`src/rtl/weight_stream_pkg.sv`:
```
// Shared widths and the storage beat type for the weight stream FIFO.
package weight_stream_pkg;

    localparam int unsigned DEFAULT_PRECISION   = 16;
    localparam int unsigned DEFAULT_PARALLELISM = 1;

    // Storage-only beat type; ports stay unpacked arrays.
    typedef logic [DEFAULT_PARALLELISM*DEFAULT_PRECISION-1:0] weight_beat_t;

    // Index width for a modulo-n counter; never collapses below one bit.
    function automatic int unsigned idx_width(input int unsigned n);
        return (n > 1) ? $clog2(n) : 1;
    endfunction

    function automatic int unsigned ptr_width(input int unsigned depth);
        return idx_width(depth);
    endfunction

    // Occupancy must represent 0..depth inclusive.
    function automatic int unsigned occ_width(input int unsigned depth);
        return $clog2(depth) + 1;
    endfunction

endpackage

```
`src/rtl/weight_stream_fifo_mem.sv`:
```
// Storage array: one write port, one asynchronous read port, contents not reset.
module weight_stream_fifo_mem
    import weight_stream_pkg::*;
#(
    parameter int unsigned DEPTH = 4,
    parameter int unsigned PTR_W = ptr_width(DEPTH),
    parameter type         beat_t = weight_beat_t
) (
    input  logic             clk,
    input  logic             wr_en,
    input  logic [PTR_W-1:0] wr_addr,
    input  beat_t            wr_data,
    input  logic [PTR_W-1:0] rd_addr,
    output beat_t            rd_data
);

    beat_t mem [DEPTH];

    always_ff @(posedge clk) begin
        if (wr_en) begin
            mem[wr_addr] <= wr_data;
        end
    end

    assign rd_data = mem[rd_addr];

endmodule

```
`src/rtl/weight_stream_fifo.sv`:
```
// Elastic weight buffer with registered FWFT output between a weight source and its consumer.
// Define WEIGHT_STREAM_FIFO_LAST_EN to build the pass beat counter and the data_out_last port.
module weight_stream_fifo
    import weight_stream_pkg::*;
#(
    parameter int unsigned WEIGHT_PRECISION_0       = 16,
    parameter int unsigned WEIGHT_PARALLELISM_DIM_0 = 1,
    parameter int unsigned WEIGHT_PARALLELISM_DIM_1 = 1,
    parameter int unsigned OUT_DEPTH                = 32,
    parameter int unsigned FIFO_DEPTH               = 4
) (
    input  logic                          clk,
    input  logic                          rst,
    input  logic [WEIGHT_PRECISION_0-1:0] data_in [WEIGHT_PARALLELISM_DIM_0*WEIGHT_PARALLELISM_DIM_1-1:0],
    input  logic                          data_in_valid,
    output logic                          data_in_ready,
    output logic [WEIGHT_PRECISION_0-1:0] data_out [WEIGHT_PARALLELISM_DIM_0*WEIGHT_PARALLELISM_DIM_1-1:0],
    output logic                          data_out_valid,
    input  logic                          data_out_ready,
`ifdef WEIGHT_STREAM_FIFO_LAST_EN
    output logic                          data_out_last,
`endif
    output logic [$clog2(FIFO_DEPTH):0]   count
);

    localparam int unsigned P      = WEIGHT_PARALLELISM_DIM_0 * WEIGHT_PARALLELISM_DIM_1;
    localparam int unsigned BEAT_W = P * WEIGHT_PRECISION_0;
    localparam int unsigned PTR_W  = ptr_width(FIFO_DEPTH);
    localparam int unsigned OCC_W  = occ_width(FIFO_DEPTH);

    typedef logic [BEAT_W-1:0] beat_t;

    if (OUT_DEPTH < 1 || FIFO_DEPTH < 2 || (FIFO_DEPTH & (FIFO_DEPTH - 1)) != 0) begin : g_param_check
        $error("weight_stream_fifo: OUT_DEPTH must be >= 1 and FIFO_DEPTH a power of two >= 2");
    end

    beat_t            in_beat;
    beat_t            mem_rd;
    beat_t            head_beat;
    beat_t            out_beat;
    logic [PTR_W-1:0] wr_ptr;
    logic [PTR_W-1:0] rd_ptr;
    logic [PTR_W-1:0] rd_ptr_next;
    logic [OCC_W-1:0] remain;
    logic [OCC_W-1:0] count_next;
    logic             push;
    logic             pop;
    logic             bypass;

    for (genvar i = 0; i < P; i++) begin : g_lane
        assign in_beat[i*WEIGHT_PRECISION_0 +: WEIGHT_PRECISION_0] = data_in[i];
        assign data_out[i] = out_beat[i*WEIGHT_PRECISION_0 +: WEIGHT_PRECISION_0];
    end

    assign push = data_in_valid && data_in_ready;
    assign pop  = data_out_valid && data_out_ready;

    // Next head: the beat written this cycle when nothing older survives the pop.
    always_comb begin
        remain      = count - OCC_W'(pop);
        count_next  = remain + OCC_W'(push);
        rd_ptr_next = rd_ptr + PTR_W'(pop);
        bypass      = push && (remain == '0);
        head_beat   = bypass ? in_beat : mem_rd;
    end

    weight_stream_fifo_mem #(
        .DEPTH  (FIFO_DEPTH),
        .PTR_W  (PTR_W),
        .beat_t (beat_t)
    ) u_mem (
        .clk     (clk),
        .wr_en   (push),
        .wr_addr (wr_ptr),
        .wr_data (in_beat),
        .rd_addr (rd_ptr_next),
        .rd_data (mem_rd)
    );

    // Output register holds its value whenever the FIFO drains empty.
    always_ff @(posedge clk or posedge rst) begin
        if (rst) begin
            wr_ptr         <= '0;
            rd_ptr         <= '0;
            count          <= '0;
            data_in_ready  <= 1'b0;
            data_out_valid <= 1'b0;
            out_beat       <= '0;
        end else begin
            wr_ptr         <= wr_ptr + PTR_W'(push);
            rd_ptr         <= rd_ptr_next;
            count          <= count_next;
            data_in_ready  <= count_next < OCC_W'(FIFO_DEPTH);
            data_out_valid <= count_next != '0;
            if (count_next != '0) begin
                out_beat <= head_beat;
            end
        end
    end

`ifdef WEIGHT_STREAM_FIFO_LAST_EN
    localparam int unsigned BEAT_CW = idx_width(OUT_DEPTH);

    logic [BEAT_CW-1:0] beat;
    logic [BEAT_CW-1:0] beat_next;

    // Pass position of the beat that will sit at the head after this cycle.
    always_comb begin
        beat_next = beat;
        if (pop) begin
            beat_next = (beat == BEAT_CW'(OUT_DEPTH - 1)) ? '0 : beat + BEAT_CW'(1);
        end
    end

    always_ff @(posedge clk or posedge rst) begin
        if (rst) begin
            beat          <= '0;
            data_out_last <= 1'b0;
        end else begin
            beat          <= beat_next;
            data_out_last <= (count_next != '0) && (beat_next == BEAT_CW'(OUT_DEPTH - 1));
        end
    end
`endif

endmodule

```
`config.mk`:
```
export PLATFORM = sky130hd
export DESIGN_NAME = weight_stream_fifo
export DESIGN_NICKNAME = d
export VERILOG_FILES = /design/src/rtl/weight_stream_pkg.sv /design/src/rtl/weight_stream_fifo_mem.sv /design/src/rtl/weight_stream_fifo.sv
export SDC_FILE = /design/constraint.sdc
export NUM_CORES = 1
export LEC_CHECK = 0
export CAP_MARGIN = 0
export CORE_MARGIN = 2
export CORE_UTILIZATION = 59
export CTS_BUF_LIST = sky130_fd_sc_hd__clkbuf_16
export DETAILED_ROUTE_END_ITERATION = 8
export PLACE_DENSITY = 0.9
export SLEW_MARGIN = 20
export SYNTH_ARGS = -nofsm -noshare
export SYNTH_HDL_FRONTEND = slang
export SYNTH_SLANG_ARGS = --single-unit
```
`constraint.sdc`:
```
create_clock -name clk -period 6.1 [get_ports clk]
set_input_delay 1.22 -clock clk [delete_from_list [all_inputs] [get_ports clk]]
set_output_delay 1.22 -clock clk [all_outputs]
set_load 0.01 [all_outputs]
```
### Word level (Yosys, flattened, before mapping)

Memories as Yosys holds them, arrays and structs flattened.
Index checks and enable logic that the tools add are counted.

* register bits: 25
* bits in writable memories: 64
* input bits: 20
* output and inout bits: 21
* word-level logic and storage cells: 20
* memories: 1

Memories
* u_mem.mem: depth 4, width 16, rd ports 1, clocked after memory_dff 0, wr ports 1, RTL line weight_stream_fifo_mem.sv:17 `beat_t mem [DEPTH];`

* add/subtract/negate cells: 4
* $lt $le $gt $ge: 1
* mux-type cells: 3
* reductions and logical operators: 5

Operator list (count)
* two-way mux 16 bit: 1
* adder 2 x 1 -> 2 bit: 2
* adder 3 x 1 -> 3 bit: 1
* logical AND 1 bit: 3
* zero test 3 bit: 1
* less-than comparator 3 bit, second input constant: 1
* nonzero test 3 bit: 1
* subtractor 3 x 1 -> 3 bit: 1
* two-way mux 1 bit: 2

### Depth between registers and ports, before layout

* depth after elaboration: 5
* gate-level depth with buffers: 10
* gate-level depth less buffers: 9

### Modules after synthesis

A second synthesis with hierarchy kept.

* cell total of the unflattened synthesis: 237
* area, all modules: 3871.2 sq um

Modules (own cells, without submodules)
* weight_stream_fifo_mem: times used 1, cells an instance 88, area each 2377.3 sq um, sequential area each 1921.8 sq um
* weight_stream_fifo: times used 1, cells an instance 149, area each 1493.9 sq um, sequential area each 625.6 sq um

### Worst setup path after synthesis

Ideal clock, no wire load.

* kind: input -> register
* from: input port data_in_valid
* to: memory u_mem.mem[1][0] (netlist name) (enable)
* setup time: 0.413 ns
* data arrival time: 2.574 ns
* required time: 5.687 ns
* setup slack: 3.113 ns
* cell stages on the path: 2
* buffers on the path: 0
* cell sequence: nand2_1 -> nor3b_1

* longest elaborated chain between the ends: 3

RTL lines
* start: declaration: RTL line weight_stream_fifo.sv:15 `input logic data_in_valid,`
* logical AND 1 bit: RTL line weight_stream_fifo.sv:55 `assign push = data_in_valid && data_in_ready;`
* two-way mux 1 bit: RTL line weight_stream_fifo_mem.sv:20 `if (wr_en) begin`
* two-way mux 1 bit (implied by the code): RTL line weight_stream_fifo_mem.sv:21 `mem[wr_addr] <= wr_data;`
* end: declaration: RTL line weight_stream_fifo_mem.sv:17

Every way passes these cells.

### Final worst setup path

* from: input port data_out_ready
* to: register out_beat[0], in the netlist data_out[0]

* longest elaborated chain between the ends: 5
* elaborated cells between the ends (all ways): 9
* classes of those cells: add/sub: 3; mux: 1; reduce/logical: 4; memory: 1

RTL lines
* start: declaration: RTL line weight_stream_fifo.sv:19 `input logic data_out_ready,`
* logical AND 1 bit *: RTL line weight_stream_fifo.sv:56 `assign pop = data_out_valid && data_out_ready;`
* branches (longest 4 deep; another with subtractor 3 x 1 -> 3 bit)
* end signal: assignment: RTL line weight_stream_fifo.sv:96 `out_beat <= head_beat;`
* end: declaration: RTL line weight_stream_fifo.sv:40 `beat_t out_beat;`

Every way passes the cells marked *.
A chain may end at the register's enable or synchronous reset.

==> run metrics <==
highest metal used met4; Final period util 54.6%; Layout Cells excl Fill 330; Critical Path Most Common Cell ha_1; Worst-path clk slew 0.06 ns; Leak Pwr 1.64 nW; post-route cell area 4310 sq um; CTS tree yes; sum of buffers and inverters on the critical path 1; dpl cell area 4010 sq um; DR WL/cell 19.2 microns; f_max 300 MHz; Top delay family on crit path simple AND/OR/NAND/NOR gates; worst min-delay path startpoint data_out[15]$_DFFE_PP0P_; CP max-delay cell nand4_1; CTS buffer count 9; post-CTS setup buffers 0; WHS 0.556 ns; Cell Area, Synth 3540 sq um; root buffer cell clkbuf_16; IO Port Bufs 40; WL met1 2390 microns; Fillers 345; GRT Total Usage 21.8%; core footprint 5850 sq um; die height 81.4 microns; footprint of the multi-input gates 915 sq um; WP data required 6.28 ns; Final ANT Viol Nets 0; placed cells 314; initial core utilization 60.4%; Overflow after GRT 0; Ports 41; DIE WIDTH 81.4 microns; PD cells 520 nW/um^2; Mapped Avg Cell Area 17.2 sq um; Syn Nets 231; antenna violations before repair 0; max cap viols 0; WP data arrival 3.51 ns; Synth Instances 205; min Tclk post-route 3.33 ns; Cell variety after synth 24; die footprint 6630 sq um; ANT cells 0; GPL Wtd Cong 0.719; hold buffers post-CTS 0; CP Capture Type flip-flop; layout net count 276; crit-path cells clkdlybuf4s50_1, and2_1, ha_1, ha_1, xnor2_1, nand4_1, nand2_1, a31oi_1; Vias/cell 5.79; Worst setup SP type primary input; commonest cells after routing, fill and taps aside 64 x edfxtp_1, 40 x clkdlybuf4s50_1, 33 x nand2_1, 25 x dfrtp_1, 17 x nor2_1; CP peak stage delay 0.67 ns; largest net degree at the start of global routing 34; RSZ-0062 raised after global routing false; Critical Path Source data_out_ready; Area Overhead vs Synth 21.9%; Max transition margin 38.5%; Worst Max-Slew Pin Slew 0.917 ns; clock skew 0.00598 ns; DP HPWL 3900 microns; commonest non-fill, non-tap cell in the layout edfxtp_1; maximum net fanout on the critical path 16; routed wire length 6320 microns; initial DRC count 153; # DRC 0; first-pass GRT wire length 9990 microns; Reg-to-Reg Start data_out_valid$_DFF_PP0_; sequential cell area fraction in the yosys report 72.0%; met2 WL post-DR 3440 microns; Ys Warns 0; hold crit path type reg -> reg; endpoints failing setup 0; Seq cells post-synth 89; CP Class in -> reg; share of post-route cells with drive strength above 1 7.84%; TNS Setup 0 ns; H-tree levels 3; FF/Latch Area 2550 sq um; metal3 WL 375 microns; Hold Vio Cnt, Final 0; Max Slew Vio Count 0; run status finished, final reports clean; Peak VDD IR 0.334 mV; clock latency on the worst-skew pair 0.33 ns; # clock sinks 89; cts repair resizes 0; vias in the first global route 1978; cell row count 28; Vias 1910; clk buf depth 2; router iterations before antenna repair 4
## final timing paths
check | slack, ns | depth (start not counted) | to
setup / recovery | 2.77 | 8 | data_out[0]$_DFFE_PP0P_
hold / removal | 0.56 | 2 | data_out[15]$_DFFE_PP0P_
hold reg to reg | 0.56 | 2 | data_out[15]$_DFFE_PP0P_
min in group asynchronous | 1.28 | 2 | data_out[7]$_DFFE_PP0P_
max in group asynchronous | 4.39 | 2 | data_out[1]$_DFFE_PP0P_
setup reg to reg | 3.66 | 7 | data_out[0]$_DFFE_PP0P_
## cells in the mapped netlist (all sizes together)
cell    count  share of area (%)
xor2        2               0.71
clkbuf      1               0.14
nand4       1               0.18
nand2      34                3.7
and2        1               0.18
mux4       16                 12
xnor3       1               0.64
ha          6                2.1
inv         7               0.74
and3        1               0.18
nor2       17                1.8
nor3b       2               0.42
dfrtp      25                 18
xnor2       1               0.25
and4        1               0.25
nor3        1               0.14
buf         8                1.6
edfxtp     64                 54
a31oi      16                3.0
## area by class of cell
class                           instances  share of cell area [%]
Sequential cell                        89                    59.1
Multi-Input combinational cell        100                    21.2
Clock buffer                            9                    5.23
Clock inverter                          7                    1.83
Timing Repair Buffer                   43                    9.81
Tap cell                               75                    2.18
Inverter                                7                   0.610
## power breakdown
group          switching (W)  internal (W)  total (W)  leakage (nW)
combinational       0.000397      0.000400   0.000797         0.609
clock               0.000206      0.000351   0.000557         0.158
sequential         0.0000680      0.000817   0.000885         0.869
total               0.000670       0.00157    0.00224          1.64
## worst register-to-register path, cell delays in order, from the launching register on
cell     delay, ns
dfrtp_1       0.37
and2_1        0.17
ha_1          0.19
ha_1          0.21
xnor2_1       0.21
nand4_1       0.67
nand2_1       0.34
a31oi_1       0.13
## stage by stage
step                total power (W)  setup WS [ns]  utilization (%)
floorplan                   0.00144           3.11                -
global placement            0.00165           2.51             68.5
detailed placement          0.00170           2.45             68.5
CTS                         0.00226           2.75             73.7
global route                0.00238           2.58             73.7
finish                      0.00224           2.77             73.7
## cell families after synthesis
| kind of cell | count (synthesis) | synth area share, % |
|---|---|---|
| AOI/OAI and AO/OA | 16 | 3.01 |
| xor gates and xnor gates | 4 | 1.59 |
| adders and majority gates | 6 | 2.12 |
| buffers and inverters | 16 | 2.51 |
| DFF | 89 | 72.0 |
| muxes | 16 | 11.9 |
| and+or+nand+nor | 58 | 6.83 |
## flip-flops by register name (all words and copies together) (netlist names)
signal,count
data_out_valid,1
u_mem.mem,64
data_in_ready,1
wr_ptr,2
data_out,16
count,3
rd_ptr,2
## metal layers
| layer | track usage (%) | vias up |
|---|---|---|
| met5 | 0 | - |
| li1 | - | 873 |
| met1 | 26.9 | 968 |
| met4 | 10.3 | 0 |
| met2 | 35.6 | 61 |
| met3 | 6.81 | 8 |
(Power assumes the default switching activity.)
